**config.mk**
```make
export PLATFORM = sky130hd
export DESIGN_NAME = id_ex_stage
export DESIGN_NICKNAME = d
export VERILOG_FILES = /design/src/rtl/id_ex_stage.sv
export SDC_FILE = /design/constraint.sdc
export NUM_CORES = 1
export LEC_CHECK = 0
export CORE_ASPECT_RATIO = 2
export CORE_MARGIN = 2
export CORE_UTILIZATION = 39
export DETAILED_ROUTE_END_ITERATION = 7
export HOLD_SLACK_MARGIN = 0.05
export PLACE_DENSITY = 0.87
export SYNTH_ARGS = -nofsm -noshare
export SYNTH_HDL_FRONTEND = slang
export SYNTH_SLANG_ARGS = --single-unit
```
**constraint.sdc**
```tcl
create_clock -name clk_i -period 3.5 [get_ports clk_i]
set_input_delay 0.875 -clock clk_i [delete_from_list [all_inputs] [get_ports clk_i]]
set_output_delay 0.875 -clock clk_i [all_outputs]
set_load 0.02 [all_outputs]
```
**src/rtl/id_ex_stage.sv**
```systemverilog
// id_ex_stage: ID/EX pipeline register with load-use hazard detection, bubble insertion and perf counters.
module id_ex_stage #(
    parameter int CNT_W = 16
) (
    input  logic             clk_i,
    input  logic             rst_i,
    input  logic             valid_i,
    input  logic             hold_i,
    input  logic             flush_i,
    input  logic [1:0]       ALUOp_i,
    input  logic             ALUSrc_i,
    input  logic             RegWrite_i,
    input  logic             MemtoReg_i,
    input  logic             MemRead_i,
    input  logic             MemWrite_i,
    input  logic             Branch_i,
    input  logic [31:0]      rs1_data_i,
    input  logic [31:0]      rs2_data_i,
    input  logic [31:0]      imm_i,
    input  logic [9:0]       funct_i,
    input  logic [4:0]       rs1_addr_i,
    input  logic [4:0]       rs2_addr_i,
    input  logic [4:0]       rd_addr_i,
    output logic             stall_o,
    output logic             valid_o,
    output logic [1:0]       ALUOp_o,
    output logic             ALUSrc_o,
    output logic             RegWrite_o,
    output logic             MemtoReg_o,
    output logic             MemRead_o,
    output logic             MemWrite_o,
    output logic             Branch_o,
    output logic [31:0]      rs1_data_o,
    output logic [31:0]      rs2_data_o,
    output logic [31:0]      imm_o,
    output logic [9:0]       funct_o,
    output logic [4:0]       rs1_addr_o,
    output logic [4:0]       rs2_addr_o,
    output logic [4:0]       rd_addr_o,
    output logic [CNT_W-1:0] bubble_cnt_o,
    output logic [CNT_W-1:0] flush_cnt_o
);
    localparam int BW = 1 + 2 + 6 + 96 + 10 + 15;
    logic [BW-1:0] inBus, pipeReg;
    logic hazard;
    assign inBus = {valid_i, ALUOp_i, ALUSrc_i, RegWrite_i, MemtoReg_i, MemRead_i, MemWrite_i, Branch_i,
                    rs1_data_i, rs2_data_i, imm_i, funct_i, rs1_addr_i, rs2_addr_i, rd_addr_i};
    assign {valid_o, ALUOp_o, ALUSrc_o, RegWrite_o, MemtoReg_o, MemRead_o, MemWrite_o, Branch_o,
            rs1_data_o, rs2_data_o, imm_o, funct_o, rs1_addr_o, rs2_addr_o, rd_addr_o} = pipeReg;
    assign hazard = valid_i & valid_o & MemRead_o & (rd_addr_o != 5'd0) &
                    ((rd_addr_o == rs1_addr_i) | (rd_addr_o == rs2_addr_i));
    assign stall_o = hazard & ~flush_i & ~hold_i;
    // A bubble is the all-zero bundle; flush outranks hazard so only one counter moves per cycle.
    always_ff @(posedge clk_i) begin
        if (rst_i) begin
            pipeReg      <= '0;
            bubble_cnt_o <= '0;
            flush_cnt_o  <= '0;
        end else if (!hold_i) begin
            pipeReg <= (flush_i | hazard) ? '0 : inBus;
            if (flush_i)
                flush_cnt_o <= flush_cnt_o + CNT_W'(flush_cnt_o != '1);
            else if (hazard)
                bubble_cnt_o <= bubble_cnt_o + CNT_W'(bubble_cnt_o != '1);
        end
    end
endmodule

```
==> flow_summary.yaml, run 1 <==
critical_path:
  start_kind: "input pin"
  critical_path_class: "in2out"
  path_delay_family: "buffers and inverters"
  r2r_slack_ns: 0.54
  path_max_fanout: 2
  path_cells: "clkdlybuf4s50_1 > xnor2_1 > nand3_1 > o22a_1 > nor2_1 > dlygate4sd2_1"
  r2r-start: "flush_cnt_o[7]"
  endpoint_kind: "primary output"
  cp.depth: 6
  cp.buffers_inverters: 2
  cp-startpoint: "rs1_addr_i[2]"
  rr_worst_depth: 10
  reg2reg_to: "flush_cnt_o[8]"
  cpPeakStageDelay_ns: 0.52
  cp.arrival_ns: 2.37
  cp_data_required_time_ns: 2.62
  crit_end: "stall_o"
  cp_slowest_cell: "clkdlybuf4s50_1"
power:
  power_density_nw_per_um2: 454
  design_power_total_uw: 4270
  power_leakage_uw: 0.00348
  max-vdd-ir-drop_mv: 0.309
route:
  drtIter0Drc: 175
  viasPerCell: 5.30
  wl_per_cell_um: 18.2
  wirelength_um: 18100
  dr.pass1.iters: 4
  ant_nets: 0
  vias: 5277
  drc_errors: 0
timing:
  fmax_mhz: 308
  hold_viol: 0
  maxSlewHeadroom_pct: 36.4
  finalMaxSlewViolations: 0
  tightest_slew_ns: 0.953
  finalCritPeriodShare_pct: 92.6
  setup_viol: 0
  fin_worst_skew_ns: 0.00773
  setup_tns_ns: 0
  period_minus_slack_ns: 3.24
  rsz0062_at_grt: "no"
global_routing:
  track_usage_pct: 23.0
  use_met1_pct: 23.0
  met3_usage_pct: 7.03
  antenna_found_initial: 0
  gr-total-overflow: 0
  grt.busiest_layer: "met2"
  grt_pass1_vias: 5317
  grt_max_degree: 68
  grt_use_met2_pct: 40.5
  grt_pass1_wl_um: 27300
logic_synthesis:
  synth_edf_count: 0
  synth_ff_type: "dfxtp_1"
  synth_nets: 637
  avgSynthCellArea_um2: 11.4
  yosys.cell_types.count: 36
  synth_cells: 497
  yosysWarnings: 0
  ys_ff_latch: 162
  synthArstFlopShare_pct: 0
  synth.most_common_cell: "dfxtp_1"
  synthTopCellsByCount: "162 x dfxtp_1, 130 x a22o_1, 23 x clkbuf_1, 18 x a21oi_1"
  synth_top_area_share_pct: 57.2
  synth_area_um2: 5670
  synth_top_area_cell: "dfxtp_1"
  synthTopCellsByArea: "dfxtp_1 57%, a22o_1 20%, or4_1 2.1%"
  seq_area_frac_synth_pct: 57.2
clock_network:
  cts_resized: 1
  cts_made_buffers: 17
  root_buffer: "clkbuf_16"
  postCtsHoldBufs: 0
  clock_path_buffers: 2
  cts_setup_buffers: 0
  clock_latency_ns: 0.42
  cts.reportedPaths.clkPinSlew_ns: 0.06
  clkSinkCount: 162
  cts_tree: "done"
  cts-htree-levels: 4
die:
  placementRows: 62
  die_w_um: 89.2
  die-area_um2: 15600
  core_area_um2: 14300
  die_h_um: 174
  num_io_pins: 297
  start_util_pct: 39.7
finish:
  drive_gt1_share_pct: 6.22
  fin_nets: 931
  diodes: 0
  area_growth_pct: 66.0
  final_cells: 996
placement:
  place.gp.congestion: 0.812
  hpwl_um: 13000
  io_buffers: 296
  dp.cells: 964
status:
  status: "finished, final reports clean"
flow_run:
  cap_violations: 0
min_path:
  worstHoldStart: "pipeReg[64]"
  min_path_type: "reg2reg"
## how the worst min path moves through the flow
| stage | endpoint | slack (ns) | cells after the start |
|---|---|---|---|
| 3_3_place_gp | pipeReg[19] | 0.45 | 1 |
| 3_5_place_dp | pipeReg[82] | 0.45 | 1 |
| 6_report | pipeReg[64] | 0.47 | 1 |
| 5_1_grt | pipeReg[59] | 0.49 | 1 |
| 2_1_floorplan | bubble_cnt_o[12] | 0.56 | 2 |
| 4_1_cts | pipeReg[71] | 0.47 | 1 |
## metrics by stage
stage                     setup slack [ns]  area [um2]  util (%)  hold slack, ns
after global routing                 0.184        9400      65.9           0.488
final                                0.257        9400      65.9           0.473
after detailed placement           -0.0104        8830      61.9           0.453
after global placement              0.0697        8830      61.9           0.454
after CTS                            0.255        9400      65.9           0.474
after floorplan                      0.587        5670         -           0.559
## layout make-up
class,count,area (um2)
Clock buffer,22,464
Sequential cell,162,3240
Fill cell,1105,4870
Clock inverter,10,109
Tap cell,192,240
Multi-Input combinational cell,293,2230
Inverter,4,15.0
Timing Repair Buffer,313,3100
## cell families (layout without fill, tap and decap cells)
logic type / count (synthesis) / in the layout / synth area share, %
XOR/XNOR: 21 / 21 / 3.25
adder cells (fa/ha/maj): 6 / 6 / 1.33
flip-flops: 162 / 162 / 57.2
buffers and inverters: 42 / 349 / 3.53
AND/OR/NAND/NOR: 91 / 91 / 9.01
AO/OA/AOI/OAI: 173 / 173 / 25.3
multiplexers: 2 / 2 / 0.353
## flip-flops by register name, indices dropped and copies added (netlist names)
name          cells
bubble_cnt_o     16
flush_cnt_o      16
pipeReg         130
## cells in the final DEF (no fill, tap or decap), types with 3 or more instances in the layout
| master | instances |
|---|---|
| a21oi_1 | 18 |
| a22o_1 | 130 |
| and2_1 | 4 |
| and3_1 | 5 |
| buf_4 | 16 |
| clkbuf_1 | 3 |
| clkbuf_16 | 17 |
| clkdlybuf4s50_1 | 295 |
| clkinv_2 | 5 |
| dfxtp_1 | 162 |
| ha_1 | 6 |
| inv_1 | 4 |
| nand2_1 | 14 |
| nand3_1 | 12 |
| nand4_1 | 11 |
| nor2_1 | 16 |
| o21ai_0 | 5 |
| o31ai_1 | 13 |
| or3_1 | 4 |
| or4_1 | 16 |
| xnor2_1 | 12 |
| xor2_1 | 9 |
## routing by layer
layer / vias up / part of all wire [%]
met1: 2512 / 35
met3: 51 / 7.0
met5: - / 0
met4: 0 / 4.3
met2: 235 / 54
li1: 2479 / -
## power by group
| part | switching (uW) | internal [uW] | leakage [uW] |
|---|---|---|---|
| registers | 40.3 | 1900 | 0.00132 |
| logic | 214 | 295 | 0.00188 |
| clock network | 732 | 1080 | 0.000280 |
| total | 987 | 3280 | 0.00348 |
Note: power is estimated with default switching activity, not from simulation.
==> run 2, diff against run 1 <==
--- a/config.mk
+++ b/config.mk
@@ -5,8 +5,9 @@
 export SDC_FILE = /design/constraint.sdc
 export NUM_CORES = 1
 export LEC_CHECK = 0
+export CAP_MARGIN = 10
 export CORE_ASPECT_RATIO = 2
-export CORE_MARGIN = 2
+export CORE_MARGIN = 1
 export CORE_UTILIZATION = 39
 export DETAILED_ROUTE_END_ITERATION = 7
 export HOLD_SLACK_MARGIN = 0.05
==> run 2 against run 1 <==
  * Non-clock buffer count up 5
  * Sequential power about the same
  * Largest power group is now the clock network
  * Worst hold slack about the same
  * Combinational power up 1%
  * Flip-flop and latch count unchanged
==> flow_summary.yaml, run 2 (synthesis gave the netlist of run 1 again) <==
status:
  status: "finished, final reports clean"
die:
  die_h_um: 172
  die_w_um: 87.2
  core_area_um2: 14300
  placementRows: 62
  num_io_pins: 297
  die-area_um2: 15000
  start_util_pct: 39.7
power:
  p_switching_uw: 1020
  seqPwrFrac_pct: 43.6
  internal_power_uw: 3440
  power.share.switching_pct: 22.8
  combPwrFrac_pct: 11.6
  power_density_nw_per_um2: 467
  max-vdd-ir-drop_mv: 0.332
  p_clk_share_pct: 44.8
  power_leakage_uw: 0.00355
critical_path:
  critical_path_class: "in2out"
  cp.buffers_inverters: 2
  path_max_fanout: 2
  cpPeakStageDelay_ns: 0.45
  cp_data_required_time_ns: 2.62
  endpoint_kind: "primary output"
  path_cells: "clkdlybuf4s50_1 > xnor2_1 > nand3_1 > o22a_1 > nor2_1 > dlygate4sd2_1"
  start_kind: "input pin"
  cp_slowest_cell: "clkdlybuf4s50_1"
  path_delay_family: "buffers and inverters"
  cp.arrival_ns: 2.35
placement:
  place.gp.congestion: 0.818
  hpwl_um: 13100
  placed_cell_area_um2: 8910
  io_buffers: 296
clock_network:
  root_buffer: "clkbuf_16"
  clock_path_buffers: 2
  clock_latency_ns: 0.43
  cts_made_buffers: 17
  cts_tree: "done"
  cts.reportedPaths.clkPinSlew_ns: 0.06
  cts-htree-levels: 4
  clkSinkCount: 162
route:
  drtIter0Drc: 155
  dr.pass1.iters: 6
  wirelength_um: 18100
  viasPerCell: 5.26
  wl_per_cell_um: 18.1
  vias: 5263
  drc_errors: 0
  ant_nets: 0
finish:
  final_cell_mix: "295 x clkdlybuf4s50_1, 162 x dfxtp_1, 130 x a22o_1"
  final_common_cell: "clkdlybuf4s50_1"
  top_regs: "pipeReg: 130 flops, bubble_cnt_o: 16 flops, flush_cnt_o: 16 flops"
  area_growth_pct: 68.4
  largest_reg_flops: 130
  drive_gt1_share_pct: 7.05
  fin_area_um2: 9540
  regMostFlops: "pipeReg"
  fin_nets: 936
  n_fill_cell: 1096
  diodes: 0
timing:
  fin_worst_skew_ns: 0.0143
  setup_viol: 0
  maxSlewHeadroom_pct: 26.9
  fmax_mhz: 311
  finalMaxSlewViolations: 0
  hold_viol: 0
  setup_tns_ns: 0
  rsz0062_at_grt: "no"
  finalCritPeriodShare_pct: 92.0
  period_minus_slack_ns: 3.22
  tightest_slew_ns: 1.10
flow_run:
  cap_violations: 0
global_routing:
  grt_pass1_vias: 5329
  gr-total-overflow: 0
  antenna_found_initial: 0
  grt_pass1_wl_um: 26900
  grt_max_degree: 50
  track_usage_pct: 23.9
min_path:
  min_path_type: "reg2reg"
-- run 2: cell types whose count changed in the layout (fill, tap and decap cells not counted) --
cell       change
buf_4          +2
clkbuf_1       -2
clkinv_2       -3
buf_12         +3
bufinv_16      +2
clkinv_4       +2
inv_6          +1
-- run 2: timing repair --
item                                    CTS  global route
hold buffers                              0             0
endpoints found under the setup margin    1             0
buffers inserted                          0             0
gates resized for setup                   1             0
-- run 2: metal layers --
| layer | routed length, um | up-vias | global-route usage (%) |
|---|---|---|---|
| met3 | 1170 | 53 | 7.06 |
| met1 | 6490 | 2479 | 23.3 |
| met4 | 765 | 0 | 14.3 |
| met2 | 9700 | 236 | 43.5 |
| li1 | - | 2495 | - |
| met5 | 0 | - | 0 |
-- run 2: final timing paths --
| check | slack [ns] | endpoint | depth (start not counted) | start |
|---|---|---|---|---|
| worst max-delay path | 0.28 | stall_o | 6 | rs2_addr_i[0] |
| worst min register to register | 0.47 | pipeReg[58] | 1 | pipeReg[58] |
| worst min-delay path | 0.47 | pipeReg[58] | 1 | pipeReg[58] |
| worst max register to register | 0.37 | pipeReg[101] | 6 | pipeReg[1] |
-- run 2: power groups by stage --
stage	clock, uW	combinational, uW	sequential (uW)
after floorplan	0	123	2050
after CTS	2030	520	1940
after global placement	0	509	1980
final	2000	517	1940
after global routing	2120	544	1950
after detailed placement	0	518	1980
-- run 2: final cells by class --
type / instances / area, um2 / area share, %
multi-input combinational: 293 / 2230 / 23.4
timing repair buffer: 318 / 3180 / 33.3
tap: 192 / 240 / 2.52
inverter: 4 / 15.0 / 0.157
sequential: 162 / 3240 / 34.0
clock buffer: 20 / 457 / 4.79
clock inverter: 12 / 180 / 1.89
-- run 2: metrics by stage --
stage / util (%) / worst slack (ns) / hold slack [ns] / instances / total power, uW
6_report: 66.8 / 0.280 / 0.472 / 1001 / 4460
4_1_cts: 66.8 / 0.278 / 0.475 / 1001 / 4500
3_3_place_gp: 62.4 / 0.0138 / 0.455 / 969 / 2490
5_1_grt: 66.8 / 0.179 / 0.487 / 1001 / 4610
3_5_place_dp: 62.4 / 0.00636 / 0.456 / 969 / 2500
2_1_floorplan: - / 0.587 / 0.559 / 497 / 2170
==> run 3, diff against run 2 <==
--- a/config.mk
+++ b/config.mk
@@ -8,10 +8,10 @@
 export CAP_MARGIN = 10
 export CORE_ASPECT_RATIO = 2
 export CORE_MARGIN = 1
-export CORE_UTILIZATION = 39
+export CORE_UTILIZATION = 35
 export DETAILED_ROUTE_END_ITERATION = 7
 export HOLD_SLACK_MARGIN = 0.05
-export PLACE_DENSITY = 0.87
+export PLACE_DENSITY = 0.81
 export SYNTH_ARGS = -nofsm -noshare
 export SYNTH_HDL_FRONTEND = slang
 export SYNTH_SLANG_ARGS = --single-unit
==> run 3 against run 2 <==
  * First-iteration DRC count rose by 23%
  * Sequential power barely moved
  * Largest power group unchanged
  * Combinational power fell by 2%
  * Flip-flop and latch count did not move
  * Largest cell class unchanged
  * Clock power fell by 2%
  * Global-route usage fell by 3.1 points
  * Via count barely moved
  * Highest routed layer unchanged
  * Sequential share of layout area rose by 0.37 points
  * Critical path type unchanged
==> flow_summary.yaml, run 3 (synthesis gave the netlist of run 1 again) <==
finish:
  diodes: 0
  multi_input_area_um2: 2230
  area_growth_pct: 66.6
  final-seq-area_um2: 3240
  final_core_util_pct: 59.8
  drive_gt1_share_pct: 6.01
  final_cell_mix: "295 x clkdlybuf4s50_1, 162 x dfxtp_1, 130 x a22o_1"
  fin_area_um2: 9440
  final_common_cell: "clkdlybuf4s50_1"
  regMostFlops: "pipeReg"
  final_cells: 1000
  fin_nets: 926
  top_regs: "pipeReg: 130 flops, bubble_cnt_o: 16 flops, flush_cnt_o: 16 flops"
  n_fill_cell: 1314
  largest_reg_flops: 130
clock_network:
  clkSinkCount: 162
  root_buffer: "clkbuf_16"
  cts-htree-levels: 4
  cts_tree: "done"
  cts_made_buffers: 17
  clock_latency_ns: 0.43
  postCtsHoldBufs: 0
  clock_path_buffers: 2
  cts.reportedPaths.clkPinSlew_ns: 0.06
route:
  ant_nets: 0
  drc_errors: 0
  dr.pass1.iters: 4
  vias: 5260
  drtIter0Drc: 190
  viasPerCell: 5.26
  wirelength_um: 17700
  wl_per_cell_um: 17.7
critical_path:
  path_delay_family: "buffers and inverters"
  cp_slowest_cell: "clkdlybuf4s50_1"
  path_max_fanout: 2
  reg2reg_to: "flush_cnt_o[8]"
  cp_data_required_time_ns: 2.62
  start_kind: "input pin"
  endpoint_kind: "primary output"
  rr_worst_depth: 10
  path_cells: "clkdlybuf4s50_1 > xnor2_1 > nand3_1 > o22a_1 > nor2_1 > dlygate4sd2_1"
  cp.arrival_ns: 2.37
  r2r_slack_ns: 0.53
  cpPeakStageDelay_ns: 0.50
  r2r-start: "flush_cnt_o[9]"
  critical_path_class: "in2out"
  cp.buffers_inverters: 2
die:
  num_io_pins: 297
  die-area_um2: 16700
  die_w_um: 92.0
  start_util_pct: 35.9
  die_h_um: 182
  placementRows: 65
  core_area_um2: 15800
timing:
  tightest_slew_ns: 1.11
  maxSlewHeadroom_pct: 26.1
  fmax_mhz: 308
  hold_viol: 0
  period_minus_slack_ns: 3.25
  hold_ws_ns: 0.472
  rsz0062_at_grt: "no"
  finalMaxSlewViolations: 0
  setup_viol: 0
  finalCritPeriodShare_pct: 92.8
  fin_worst_skew_ns: 0.00661
placement:
  dp.cells: 968
  place.gp.congestion: 0.827
  io_buffers: 296
  placed_cell_area_um2: 8820
  hpwl_um: 12400
global_routing:
  track_usage_pct: 20.8
  grt_max_degree: 88
  grt_pass1_wl_um: 27200
  grt_pass1_vias: 5363
  antenna_found_initial: 0
  gr-total-overflow: 0
min_path:
  min_path_type: "reg2reg"
  hold_path_depth: 1
  worstHoldStart: "pipeReg[69]"
  min_to: "pipeReg[69]"
status:
  status: "finished, final reports clean"
power:
  max-vdd-ir-drop_mv: 0.372
  power_leakage_uw: 0.00349
  power_density_nw_per_um2: 467
flow_run:
  cap_violations: 0
[run 3: cell types whose count changed in the layout (fill, tap and decap cells not counted)]
cell / change
clkinvlp_4: -1
clkbuf_1: -1
clkinv_2: +1
buf_12: -2
clkinv_4: +2
clkbuf_8: +1
buf_4: -8
bufinv_16: -1
inv_6: -1
[run 3: worst reg2reg max path, cell delays in order, from the launching register on]
cell and delay, ns:
dfxtp_1 0.42, and3_1 0.23, or3b_2 0.45, or4_1 0.57, ha_1 0.25, ha_1 0.20, and4b_1 0.24, and2_1 0.19
nand3_1 0.10, xor2_1 0.16, nor2_1 0.05
[run 3: final cells by class]
class                           instances  share of cell area, %
Clock buffer                           20                   4.94
Clock inverter                         12                   1.66
Inverter                                4                  0.159
Multi-Input combinational cell        293                   23.6
Sequential cell                       162                   34.4
Tap cell                              201                   2.66
Timing Repair Buffer                  308                   32.6
[run 3: routing by layer]
layer  vias to the layer above  GRT usage [%]  share of wire (%)
li1                       2478              -                  -
met1                      2499           20.3                 36
met2                       235           38.6                 54
met3                        48           5.70                6.0
met4                         0           11.9                4.0
met5                         -              0                  0
[run 3: report_power, final]
part | leakage [uW] | internal [uW] | switching, uW
clock | 0.000306 | 1180 | 777
sequential | 0.00132 | 1900 | 38.8
combinational | 0.00186 | 294 | 212
total | 0.00349 | 3380 | 1030
[run 3: metrics by stage]
stage | TNS (ns) | total power (uW) | worst slack (ns)
3_5_place_dp | -0.0323 | 2490 | -0.0323
2_1_floorplan | 0 | 2170 | 0.587
3_3_place_gp | -0.0315 | 2480 | -0.0315
4_1_cts | 0 | 4450 | 0.240
5_1_grt | 0 | 4540 | 0.174
6_report | 0 | 4410 | 0.251
[run 3: worst max path at each step]
stage / to / slack [ns] / cells after the start / start
floorplan: stall_o / 0.59 / 6 / rs1_addr_i[4]
global placement: stall_o / -0.03 / 6 / rs1_addr_i[0]
detailed placement: stall_o / -0.03 / 6 / rs1_addr_i[4]
CTS: stall_o / 0.24 / 6 / rs1_addr_i[4]
global route: stall_o / 0.17 / 6 / rs1_addr_i[2]
finish: stall_o / 0.25 / 6 / rs1_addr_i[4]
[run 3: timing repair]
item	in CTS	in global routing
setup buffers	0	0
resized for setup	1	0
setup endpoints to repair	1	0
endpoints found under the hold margin	0	0
